**src/rtl/macgen_chunker.sv**
```systemverilog
// Byte-to-chunk packer feeding the MAC generator; pads the final partial chunk.
// Latency: out_valid the cycle after the 32nd or in_last byte; in_ready returns the cycle after the out handshake.
// Backpressure: in_ready is low while a chunk is held; the chunk stays stable until out_ready.
module macgen_chunker #(
    parameter int         CHUNK_BYTES = 32,
    parameter logic [7:0] PAD_BYTE    = 8'h00
) (
    input  logic                     clk,
    input  logic                     rst_n,
    input  logic                     in_valid,
    output logic                     in_ready,
    input  logic [7:0]               in_byte,
    input  logic                     in_last,
    output logic                     out_valid,
    input  logic                     out_ready,
    output logic [8*CHUNK_BYTES-1:0] out_data,
    output logic [5:0]               out_nbytes,
    output logic                     out_first,
    output logic                     out_last
);

    localparam int         W         = 8 * CHUNK_BYTES;
    localparam logic [0:0] ST_FILL   = 1'b0;
    localparam logic [0:0] ST_HOLD   = 1'b1;
    localparam logic [5:0] LAST_LANE = 6'(CHUNK_BYTES - 1);

    typedef struct packed {
        logic [5:0] nbytes;
        logic       first;
        logic       last;
    } meta_t;

    logic [0:0]   state_q, state_d;
    logic [5:0]   cnt_q, cnt_d;
    logic         first_q, first_d;
    logic [W-1:0] data_q, data_d;
    meta_t        meta_q, meta_d;

    logic in_fire;
    logic out_fire;
    logic chunk_done;

    assign in_ready   = (state_q == ST_FILL);
    assign out_valid  = (state_q == ST_HOLD);
    assign in_fire    = in_valid && in_ready;
    assign out_fire   = out_valid && out_ready;
    assign chunk_done = in_fire && ((cnt_q == LAST_LANE) || in_last);

    assign out_data   = data_q;
    assign out_nbytes = meta_q.nbytes;
    assign out_first  = meta_q.first;
    assign out_last   = meta_q.last;

    always_comb begin
        state_d = state_q;
        cnt_d   = cnt_q;
        first_d = first_q;
        data_d  = data_q;
        meta_d  = meta_q;

        if (in_fire) begin
            for (int i = 0; i < CHUNK_BYTES; i++) begin
                if (cnt_q == 6'(i)) begin
                    data_d[8*i +: 8] = in_byte;
                end
            end
            cnt_d = cnt_q + 6'd1;
            if (chunk_done) begin
                state_d       = ST_HOLD;
                meta_d.nbytes = cnt_q + 6'd1;
                meta_d.first  = first_q;
                meta_d.last   = in_last;
            end
        end

        // Lanes are wiped on release so the next chunk's unfilled lanes read as padding.
        if (out_fire) begin
            state_d = ST_FILL;
            cnt_d   = 6'd0;
            first_d = meta_q.last;
            data_d  = {CHUNK_BYTES{PAD_BYTE}};
            meta_d  = '0;
        end
    end

    always_ff @(posedge clk) begin
        if (!rst_n) begin
            state_q <= ST_FILL;
            cnt_q   <= 6'd0;
            first_q <= 1'b1;
            data_q  <= {CHUNK_BYTES{PAD_BYTE}};
            meta_q  <= '0;
        end else begin
            state_q <= state_d;
            cnt_q   <= cnt_d;
            first_q <= first_d;
            data_q  <= data_d;
            meta_q  <= meta_d;
        end
    end

endmodule

```
**config.mk**
```make
export PLATFORM = sky130hd
export DESIGN_NAME = macgen_chunker
export DESIGN_NICKNAME = d
export VERILOG_FILES = /design/src/rtl/macgen_chunker.sv
export SDC_FILE = /design/constraint.sdc
export NUM_CORES = 1
export LEC_CHECK = 0
export BUFFER_PORTS_ARGS = -buffer_cell sky130_fd_sc_hd__buf_2
export CORE_MARGIN = 4
export CORE_UTILIZATION = 40
export DETAILED_ROUTE_END_ITERATION = 10
export GPL_ROUTABILITY_DRIVEN = 1
export PLACE_DENSITY = 0.66
export SYNTH_ARGS = -nofsm -noshare
export SYNTH_HDL_FRONTEND = slang
export SYNTH_SLANG_ARGS = --single-unit
```
**constraint.sdc**
```tcl
create_clock -name clk -period 1.5 [get_ports clk]
set_input_delay 0.3 -clock clk [delete_from_list [all_inputs] [get_ports clk]]
set_output_delay 0.3 -clock clk [all_outputs]
set_load 0.02 [all_outputs]
```
# [Word-level counts from Yosys, hierarchy flattened]
# Index checks and enable logic that the tools add are counted.
# Widths: inputs -> output; s select.
[word_totals] reg_bits=272 input_bits=13 out_inout_bits=266
[classes] n_addsub=1 eq_ne=31 bitwise_logic=2 reduce_logical=39
[op_table] cell="$eq 6x5->1 const B" n=16
[op_table] cell="$reduce_and 2->1" n=33
[op_table] cell="$eq 6x4->1 const B" n=8
[op_table] cell="$eq 6x3->1 const B" n=4
[op_table] cell="$eq 6x2->1 const B" n=2
[op_table] cell="$add 6x1->6 const B" n=1
[op_table] cell="$eq 6x1->1 const B" n=1
[op_table] cell="$logic_not 6->1" n=1
[op_table] cell="$logic_and 1x1->1" n=3
[op_table] cell="$not 1->1" n=2
[op_table] cell="$reduce_or 2->1" n=1
[op_table] cell="$logic_or 1x1->1" n=1

# [Longest topological paths before layout]
# Gate-level depths: netlist of the first run.
[depth] ltp_word=4 depth_mapped=8

# [Worst setup path before layout of the first run]
# Ideal clock, no wire load.
[synth_path] kind="reg-to-reg" startpoint="reg state_q, in the netlist out_valid" endpoint="reg data_q[112], in the netlist out_data[112]" setup_time_ns=0.132 t_arrival_ns=1.568 setup_slack_ns=-0.200 path_stages_with_launch=6 n_path_buf=1 synth_period_minus_slack_ns=1.700 cell_sequence="dfxtp_1 > nor4b_4 > buf_6 > nand3_1 > nand2_1 > a21oi_1"
[synth_between] elab_chain_cells=3
[synth_lines] item="from (decl)" line_no="33" text="logic [0:0] state_q, state_d;"
[synth_lines] item="from (signal assigned)" line_no="94" text="state_q <= state_d;"
[synth_lines] item="$not 1->1" line_no="43" text="assign in_ready = (state_q == ST_FILL);"
[synth_lines] item="$logic_and 1x1->1" line_no="45" text="assign in_fire = in_valid && in_ready;"
[synth_lines] item="$reduce_and 2->1 (no line)"
[synth_lines] item="to (signal assigned)" line_no="91" text="data_q <= {CHUNK_BYTES{PAD_BYTE}};"
[synth_lines] item="to (signal assigned)" line_no="97" text="data_q <= data_d;"
[synth_lines] item="to (decl)" line_no="36" text="logic [W-1:0] data_q, data_d;"
# Several ways; a longest one is shown, not always the timed one.
# A chain may end at the register's enable or synchronous reset.

# [Worst setup path in the final report of the first run]
[layout_path] startpoint="reg cnt_q[5]" endpoint="reg data_q[196], in the netlist out_data[196]"
[layout_between] elab_chain_cells=2
[layout_lines] item="from (decl)" line_no="34" text="logic [5:0] cnt_q, cnt_d;"
[layout_lines] item="from (signal assigned)" line_no="95" text="cnt_q <= cnt_d;"
[layout_lines] item="$eq 6x5->1" line_no="63" text="if (cnt_q == 6'(i)) begin"
[layout_lines] item="$reduce_and 2->1 (no line)"
# Every way passes these cells.

==> results.py, run 1 <==
metrics = {
    "status": {
        "status": "finished, violations left",
        "violations": "setup timing",
    },
    "timing": {
        "rsz0062_at_grt": "true",
        "drv_slew": 0,
        "slew_headroom": 0.8146,
        "fmax_ghz": 0.6395,
        "finalSetupTns_ns": -2.926,
        "fin_crit_sh": 1.043,
        "setup_slack_ns": -0.06381,
        "hold_violations": 0,
        "min_period_ns": 1.564,
        "worst_pin_slew_ns": 0.2769,
        "clock_skew_ns": 0.01721,
        "setup_viol_count_final": 129,
    },
    "worst_setup_path": {
        "cpMostUsedCell": "buf_12",
        "critPathMaxFanout": 8,
        "cpPeakStageDelay_ns": 0.39,
        "path_buf_inv": 2,
        "startpoint_type": "register",
        "cp_slowest_cell": "and4bb_4",
        "cp.arrival_ns": 1.98,
        "worstPathRequired_ns": 1.91,
        "end_kind": "register",
        "crit_family": "simple AND/OR/NAND/NOR gates",
        "crit_chain": "and4bb_4, buf_12, buf_12, nand3_4, mux2i_1, nor2_1",
        "crit_type": "register to register",
    },
    "hold_path": {
        "hold_class": "input pin to register",
    },
    "pwr": {
        "p_leak_nw": 7.348,
        "power_mw": 15.41,
        "ir_drop_v": 0.0008497,
        "p_per_area_nw_per_um2": 1134,
    },
    "detailed_routing": {
        "firstDrtPassIters": 5,
        "met3_length_um": 2231,
        "routedWlPerCell_um": 18.17,
        "vias": 8098,
        "drtIter0Drc": 468,
        "antenna_left": 0,
        "post-route-drc-count": 0,
        "topRoutingLayerUsed": "met5",
        "wl_um": 29950,
        "drt-met1-wl_um": 13000,
        "via_per_inst": 4.914,
        "met2_length_um": 14070,
    },
    "yosys": {
        "syn_area_sq_um": 10130,
        "synth_ff_type": "dfxtp_1",
        "syn_nets": 1012,
        "ys_seq_area_frac": 0.5377,
        "async_reset_ff_frac": 0,
        "synth_top_area_frac": 0.5377,
        "syn_avg_cell_area_sq_um": 10.18,
        "synth.area.top_cells": "dfxtp_1, mux2i_1, nor2_1",
        "synthCells": 995,
        "synth_edf_count": 0,
        "synthDistinctLibCells": 32,
        "synth_top_area_cell": "dfxtp_1",
        "synth-seq-cells": 272,
        "yosys_warnings": 0,
    },
    "floorplanning": {
        "num_io_pins": 279,
        "rows": 57,
        "die-area_sq_um": 27920,
        "start_util": 0.4115,
        "coreArea_sq_um": 24600,
        "fp.dieW_um": 167.1,
        "die_height_um": 167.1,
    },
    "global_route": {
        "grt_pass1_wl_um": 47310,
        "gr-usage-all-layers": 0.2074,
        "grt_pass1_vias": 8057,
        "antenna_found_initial": 2,
        "grt_max_degree": 33,
        "overflow": 0,
    },
    "job": {
        "cap_violations": 0,
    },
    "finish": {
        "nNetsFinal": 1320,
        "seq_area_sq_um": 5456,
        "area_delta_synth_final_pct": 34.20,
        "fin_area_sq_um": 13590,
        "layout_commonest_cell": "buf_2",
        "final_cell_mix": "buf_2, dfxtp_1, nor2_1",
        "drive_gt1_frac": 0.3409,
        "multi_input_area_sq_um": 4492,
        "fillerInstances": 2224,
    },
    "place": {
        "gp_congestion": 0.7895,
        "dpl.hpwl_um": 19970,
        "place_area_sq_um": 12360,
        "port_buffers": 278,
    },
    "clocking": {
        "cts_made_buffers": 29,
        "clk_pin_slew_ns": 0.07,
        "clk_latency_ns": 0.54,
        "clock_path_buffers": 3,
        "cts.sinks": 272,
        "cts_max_level": 1,
        "cts-root-buf": "clkbuf_16",
        "cts_tree": "yes",
    },
}
-- worst paths after layout --
check | startpoint | to | slack (ns) | depth (start not counted)
setup / recovery | cnt_q[5] | out_data[196] | -0.06 | 6
hold reg to reg | out_data[118] | out_data[118] | 0.45 | 2
hold / removal | out_ready | first_q | 0.02 | 3
setup reg to reg | cnt_q[5] | out_data[196] | -0.06 | 6
-- metal layers --
metal | vias to the layer above | track usage
met5 | - | 0
li1 | 3925 | -
met2 | 262 | 0.3455
met1 | 3864 | 0.2723
met4 | 2 | 0.04340
met3 | 45 | 0.05634
-- repair_timing --
action,4_1_cts,5_1_grt
endpoints found under the setup margin,169,235
cloned,0,1
hold buffers,1,0
endpoints found under the hold margin,1,0
setup buffers,6,6
pin swaps,4,17
gates resized for setup,14,27
-- stage by stage --
step	hold WS [ns]	cells	util	setup WS, ns
2_1_floorplan	0.3718	995	-	-0.09660
3_3_place_gp	0.4356	1583	0.5025	-0.09634
3_5_place_dp	0.4446	1583	0.5025	-0.1240
4_1_cts	0.01690	1641	0.5453	-0.09428
5_1_grt	0.04876	1648	0.5523	-0.1534
6_report	0.02356	1648	0.5523	-0.06381
-- Yosys cell counts (2+ instances only) --
| master | count |
|---|---|
| nand3_1 | 17 |
| nor2_1 | 235 |
| mux2i_1 | 224 |
| inv_1 | 3 |
| nor3_1 | 2 |
| buf_2 | 23 |
| a211oi_1 | 4 |
| ha_1 | 4 |
| nor2b_1 | 3 |
| nand4_1 | 2 |
| clkbuf_4 | 2 |
| buf_4 | 8 |
| nand3_4 | 7 |
| and3_1 | 2 |
| buf_6 | 5 |
| nand3_2 | 19 |
| dfxtp_1 | 272 |
| xnor2_1 | 2 |
| a21oi_1 | 38 |
| clkbuf_1 | 38 |
| nand2_1 | 66 |
| xor2_1 | 6 |
| and3_2 | 4 |
-- report_power, final --
| part | internal (mW) | total, mW | switching (mW) |
|---|---|---|---|
| Clock | 4.13 | 7.04 | 2.91 |
| Sequential | 7.28 | 7.31 | 0.0351 |
| Combinational | 0.391 | 1.05 | 0.662 |
-- logic make-up (layout without fill, tap and decap cells) --
| logic type | Yosys count | in the layout | share of synthesized area |
|---|---|---|---|
| and+or+nand+nor | 363 | 363 | 0.1655 |
| DFF | 272 | 272 | 0.5377 |
| muxes | 224 | 224 | 0.2214 |
| buffers and inverters | 79 | 407 | 0.03954 |
| AOI/OAI and AO/OA | 45 | 45 | 0.02397 |
| xor gates and xnor gates | 8 | 8 | 0.006920 |
| adders and majority gates | 4 | 4 | 0.004943 |
| other | 0 | 1 | 0 |
-- sequential cells by signal (all words and copies together) (netlist names) --
signal      flops
out_nbytes      6
out_last        1
out_data      256
first_q         1
out_valid       1
out_first       1
cnt_q           6
-- tightest hold or removal path: cells and delay by family --
family	cells	cell delay [ns]
buffers and inverters	1	0.09
AND/OR/NAND/NOR	2	0.15
-- final cells by class --
type	count	area share
diodes	1	0.0001841
clock buffers	39	0.05690
clock inverters	12	0.01132
inverters	3	0.001013
multi-input cells	644	0.3305
flip-flops and latches	272	0.4015
well taps	324	0.02983
repair buffers	353	0.1687
Note: power is estimated with default switching activity, not from simulation.
==> run 2: changes to the inputs <==
--- a/config.mk
+++ b/config.mk
@@ -8,6 +8,7 @@
 export BUFFER_PORTS_ARGS = -buffer_cell sky130_fd_sc_hd__buf_2
 export CORE_MARGIN = 4
 export CORE_UTILIZATION = 40
+export CTS_BUF_LIST = sky130_fd_sc_hd__clkbuf_4
 export DETAILED_ROUTE_END_ITERATION = 10
 export GPL_ROUTABILITY_DRIVEN = 1
 export PLACE_DENSITY = 0.66
==> constraint.sdc (replaced) <==
create_clock -name clk -period 1.5 [get_ports clk]
set_input_delay 0.075 -clock clk [delete_from_list [all_inputs] [get_ports clk]]
set_output_delay 0.075 -clock clk [all_outputs]
set_load 0.02 [all_outputs]
==> results.py, run 2 (synthesis gave the netlist of run 1 again) <==
metrics = {
    "hold_path": {
        "hold_class": "input pin to register",
    },
    "finish": {
        "largest_register_ffs": 256,
        "layout_commonest_cell": "buf_2",
        "area_delta_synth_final_pct": 37.22,
        "final_cell_mix": "buf_2, dfxtp_1, nor2_1",
        "nNetsFinal": 1375,
        "drive_gt1_frac": 0.3831,
        "fin_area_sq_um": 13890,
        "utilization": 0.5647,
    },
    "timing": {
        "fmax_ghz": 0.6354,
        "setup_viol_count_final": 111,
        "finalSetupTns_ns": -3.201,
        "holdWs_ns": 0.4296,
        "worst_pin_slew_ns": 0.3990,
        "drv_slew": 0,
        "setup_slack_ns": -0.07385,
        "min_period_ns": 1.574,
        "hold_violations": 0,
        "rsz0062_at_grt": "true",
        "clock_skew_ns": 0.04072,
        "slew_headroom": 0.7340,
        "fin_crit_sh": 1.049,
    },
    "floorplanning": {
        "fp.dieW_um": 167.1,
        "num_io_pins": 279,
        "rows": 57,
        "start_util": 0.4115,
        "die_height_um": 167.1,
        "coreArea_sq_um": 24600,
        "die-area_sq_um": 27920,
    },
    "clocking": {
        "clk_latency_ns": 0.66,
        "cts-root-buf": "clkbuf_4",
        "cts.sinks": 272,
        "cts_made_buffers": 74,
        "cts_tree": "yes",
        "cts_max_level": 3,
        "clk_pin_slew_ns": 0.08,
        "clock_path_buffers": 3,
    },
    "status": {
        "violations": "setup timing",
        "status": "finished, violations left",
    },
    "global_route": {
        "grt_pass1_wl_um": 46840,
        "gr-usage-all-layers": 0.2085,
        "grt_pass1_vias": 8162,
        "antenna_found_initial": 1,
        "grt_max_degree": 90,
        "overflow": 0,
    },
    "worst_setup_path": {
        "cp.arrival_ns": 2.09,
        "crit_type": "register to register",
        "cpMostUsedCell": "buf_12",
        "cpPeakStageDelay_ns": 0.41,
        "startpoint_type": "register",
        "cp_slowest_cell": "and4bb_4",
        "end_kind": "register",
        "crit_chain": "and4bb_4, buf_12, buf_12, nand3_4, mux2i_1, nor2_1",
        "critPathMaxFanout": 8,
        "worstPathRequired_ns": 2.02,
    },
    "detailed_routing": {
        "wl_um": 30420,
        "firstDrtPassIters": 5,
        "routedWlPerCell_um": 17.56,
        "post-route-drc-count": 0,
        "drtIter0Drc": 486,
        "via_per_inst": 4.847,
        "antenna_left": 0,
        "vias": 8395,
    },
    "job": {
        "cap_violations": 0,
    },
    "pwr": {
        "p_per_area_nw_per_um2": 1089,
        "switching_share": 0.2469,
        "power_frac_comb": 0.072,
        "p_seq_frac": 0.483,
        "power.internal_mw": 11.40,
        "power_mw": 15.13,
        "clkPwrFrac": 0.445,
        "p_sw_mw": 3.737,
        "ir_drop_v": 0.0007157,
        "p_leak_nw": 7.544,
    },
    "place": {
        "gp_congestion": 0.7877,
        "place_area_sq_um": 12380,
        "port_buffers": 278,
        "dpl.hpwl_um": 19930,
    },
}
## run 2: cell count changes in the layout (fill, tap and decap cells not counted), sizes merged
cell | before | now
clkbuf | 40 | 105
inv | 4 | 5
clkinv | 5 | 15
buf | 351 | 349
clkinvlp | 3 | 1
dlygate4sd3 | 1 | 13
## run 2: worst paths after layout
path | start | end | slack (ns) | cells after the start
hold / removal | in_byte[6] | out_data[254] | 0.43 | 4
setup / recovery | cnt_q[5] | out_data[214] | -0.07 | 6
setup reg to reg | cnt_q[5] | out_data[214] | -0.07 | 6
hold reg to reg | out_data[100] | out_data[100] | 0.45 | 2
## run 2: power groups by stage
stage | sequential (mW) | combinational, mW | clock [mW]
2_1_floorplan | 7.53 | 0.480 | 0
3_3_place_gp | 7.47 | 0.978 | 0
3_5_place_dp | 7.48 | 0.983 | 0
4_1_cts | 7.31 | 1.04 | 6.98
5_1_grt | 7.32 | 1.15 | 7.39
6_report | 7.32 | 1.08 | 6.73
## run 2: final cells by class
type | count | area, sq um
diodes | 1 | 2.502
clock buffers | 104 | 780.7
clock inverters | 21 | 165.2
fillers | 2230 | 10710
inverters | 3 | 13.76
multi-input cells | 644 | 4618
flip-flops and latches | 272 | 5454
well taps | 324 | 405.4
repair buffers | 363 | 2455
## run 2: what timing repair did
action                                  in CTS  in global routing
cloned                                       1                  1
pin swaps                                    5                 33
hold endpoints to repair                   242                  0
resized for setup                           19                 55
endpoints found under the setup margin     137                212
hold buffers                                13                  0
setup buffers                                5                  3
## run 2: critical path, delay by kind of cell, from the launching register on
kind,cells,cell delay [ns]
buffers and inverters,2,0.27
flip-flops,1,0.34
AND/OR/NAND/NOR,3,0.63
multiplexers,1,0.19
## run 2: stage by stage
step | worst slack [ns] | instances
after global placement | -0.08871 | 1583
after CTS | -0.08405 | 1727
after detailed placement | -0.1375 | 1583
final | -0.07385 | 1732
after floorplan | -0.09660 | 995
after global routing | -0.1561 | 1732
## run 2: layer usage
metal | part of all wire | track usage
met5 | 0 | 0
met2 | 0.47 | 0.3348
met1 | 0.43 | 0.2657
met4 | 0.021 | 0.06901
met3 | 0.077 | 0.06931
==> run 3: changes to the inputs <==
--- a/config.mk
+++ b/config.mk
@@ -11,7 +11,7 @@
 export CTS_BUF_LIST = sky130_fd_sc_hd__clkbuf_4
 export DETAILED_ROUTE_END_ITERATION = 10
 export GPL_ROUTABILITY_DRIVEN = 1
-export PLACE_DENSITY = 0.66
+export PLACE_DENSITY = 0.7
 export SYNTH_ARGS = -nofsm -noshare
 export SYNTH_HDL_FRONTEND = slang
 export SYNTH_SLANG_ARGS = --single-unit
==> results.py, run 3 (synthesis gave the netlist of run 1 again) <==
metrics = {
    "timing": {
        "setup_viol_count_final": 132,
        "finalSetupTns_ns": -3.540,
        "fmax_ghz": 0.6381,
        "setup_slack_ns": -0.06715,
        "fin_crit_sh": 1.045,
        "clock_skew_ns": 0.02841,
        "slew_headroom": 0.6949,
        "drv_slew": 0,
        "rsz0062_at_grt": "true",
        "hold_violations": 0,
        "worst_pin_slew_ns": 0.4577,
        "min_period_ns": 1.567,
    },
    "worst_setup_path": {
        "rrSetupSlack_ns": -0.07,
        "critPathMaxFanout": 8,
        "end_kind": "register",
        "crit_chain": "and4bb_4, buf_12, buf_12, nand3_4, mux2i_1, nor2_1",
        "reg2regPathDepth": 6,
        "cp_slowest_cell": "and4bb_4",
        "cpPeakStageDelay_ns": 0.38,
        "worstPathRequired_ns": 2.00,
        "startpoint_type": "register",
        "cp.arrival_ns": 2.06,
        "r2r-end": "out_data[208]",
        "crit_type": "register to register",
        "cpMostUsedCell": "buf_12",
        "r2r-start": "out_valid",
    },
    "pwr": {
        "p_per_area_nw_per_um2": 1064,
        "power.internal_mw": 11.01,
        "power_frac_comb": 0.071,
        "clkPwrFrac": 0.429,
        "p_leak_nw": 7.455,
        "power_mw": 14.60,
        "p_sw_mw": 3.596,
        "p_seq_frac": 0.501,
        "switching_share": 0.2463,
        "ir_drop_v": 0.0007254,
    },
    "clocking": {
        "cts.sinks": 272,
        "cts_made_buffers": 73,
        "cts_tree": "yes",
        "clock_path_buffers": 3,
        "cts_max_level": 3,
        "cts-root-buf": "clkbuf_4",
        "clk_pin_slew_ns": 0.08,
        "clk_latency_ns": 0.64,
    },
    "finish": {
        "layout_commonest_cell": "buf_2",
        "multi_input_area_sq_um": 4588,
        "utilization": 0.5577,
        "seq_area_sq_um": 5454,
        "drive_gt1_frac": 0.3755,
        "area_delta_synth_final_pct": 35.52,
        "nNetsFinal": 1369,
        "final_cell_mix": "buf_2, dfxtp_1, nor2_1",
        "largest_register_ffs": 256,
        "stdcell_count": 1723,
        "fillerInstances": 2214,
    },
    "floorplanning": {
        "die-area_sq_um": 27920,
        "start_util": 0.4115,
        "coreArea_sq_um": 24600,
        "rows": 57,
        "num_io_pins": 279,
        "fp.dieW_um": 167.1,
        "die_height_um": 167.1,
    },
    "hold_path": {
        "holdPathEnd": "out_first",
        "hold_start": "out_ready",
        "hold_class": "input pin to register",
        "min_path_cells": 5,
    },
    "global_route": {
        "antenna_found_initial": 1,
        "grt_max_degree": 91,
        "overflow": 0,
        "grt_pass1_wl_um": 47180,
        "gr-usage-all-layers": 0.2091,
        "grt_pass1_vias": 8297,
    },
    "place": {
        "gp_congestion": 0.8232,
        "dpl.hpwl_um": 19760,
        "placedCellCount": 1581,
        "port_buffers": 278,
    },
    "detailed_routing": {
        "drtIter0Drc": 495,
        "vias": 8370,
        "post-route-drc-count": 0,
        "routedWlPerCell_um": 17.53,
        "firstDrtPassIters": 4,
        "wl_um": 30200,
        "antenna_left": 0,
        "via_per_inst": 4.858,
    },
    "status": {
        "violations": "setup timing",
        "status": "finished, violations left",
    },
    "job": {
        "cap_violations": 0,
    },
}
-- run 3: cell count changes in the layout (fill, tap and decap cells not counted), moves of 4 or more --
cell and delta:
buf_4 -8, buf_6 +7, a21oi_1 +4, a21oi_2 -4
-- run 3: power groups by stage --
stage	clock network (mW)	logic [mW]	registers (mW)
after global placement	0	0.936	7.47
after floorplan	0	0.480	7.53
after CTS	6.51	1.01	7.31
after detailed placement	0	0.939	7.47
after global routing	6.94	1.10	7.31
final	6.26	1.03	7.31
-- run 3: timing repair --
| action | in CTS | in global routing |
|---|---|---|
| resized for setup | 34 | 39 |
| pin swaps | 21 | 58 |
| cloned | 2 | 0 |
| hold endpoints to repair | 233 | 0 |
| hold buffers | 12 | 0 |
| buffers inserted | 5 | 3 |
| setup endpoints to repair | 183 | 262 |
-- run 3: worst max-delay path by stage --
stage / from / end / slack (ns) / cells past startpoint
after floorplan: cnt_q[5] / out_data[87] / -0.1 / 5
after global placement: out_valid / out_data[177] / -0.06 / 5
after detailed placement: cnt_q[5] / out_data[108] / -0.11 / 5
after CTS: cnt_q[5] / out_data[22] / -0.09 / 6
after global routing: cnt_q[5] / out_data[117] / -0.19 / 6
final: out_valid / out_data[208] / -0.07 / 6
-- run 3: stage by stage --
| step | hold WS (ns) | setup WS (ns) | cell area (sq um) |
|---|---|---|---|
| after floorplan | 0.1468 | -0.09660 | 10230 |
| after global placement | 0.2878 | -0.05580 | 12340 |
| after detailed placement | 0.2946 | -0.1116 | 12340 |
| after CTS | 0.008096 | -0.09403 | 13550 |
| after global routing | 0.03520 | -0.1906 | 13720 |
| final | 0.06653 | -0.06715 | 13720 |
-- run 3: routing by layer --
layer  global-route usage  share of wire
met5                    0              0
met4              0.07933          0.029
met3              0.06789          0.075
met2               0.3459           0.48
met1               0.2549           0.42
-- run 3: cell type report --
class / count / share of cell area
Antenna cell: 1 / 0.0001823
Clock buffer: 105 / 0.05744
Inverter: 3 / 0.001003
Multi-Input combinational cell: 644 / 0.3343
Clock inverter: 16 / 0.006382
Timing Repair Buffer: 358 / 0.1737
Sequential cell: 272 / 0.3974
Tap cell: 324 / 0.02954
-- run 3: worst max-delay path, delay by kind of cell, from the launching register on --
kind	cells	cell delay, ns
flip-flops	1	0.36
buffers and inverters	2	0.28
AND/OR/NAND/NOR	3	0.60
multiplexers	1	0.20
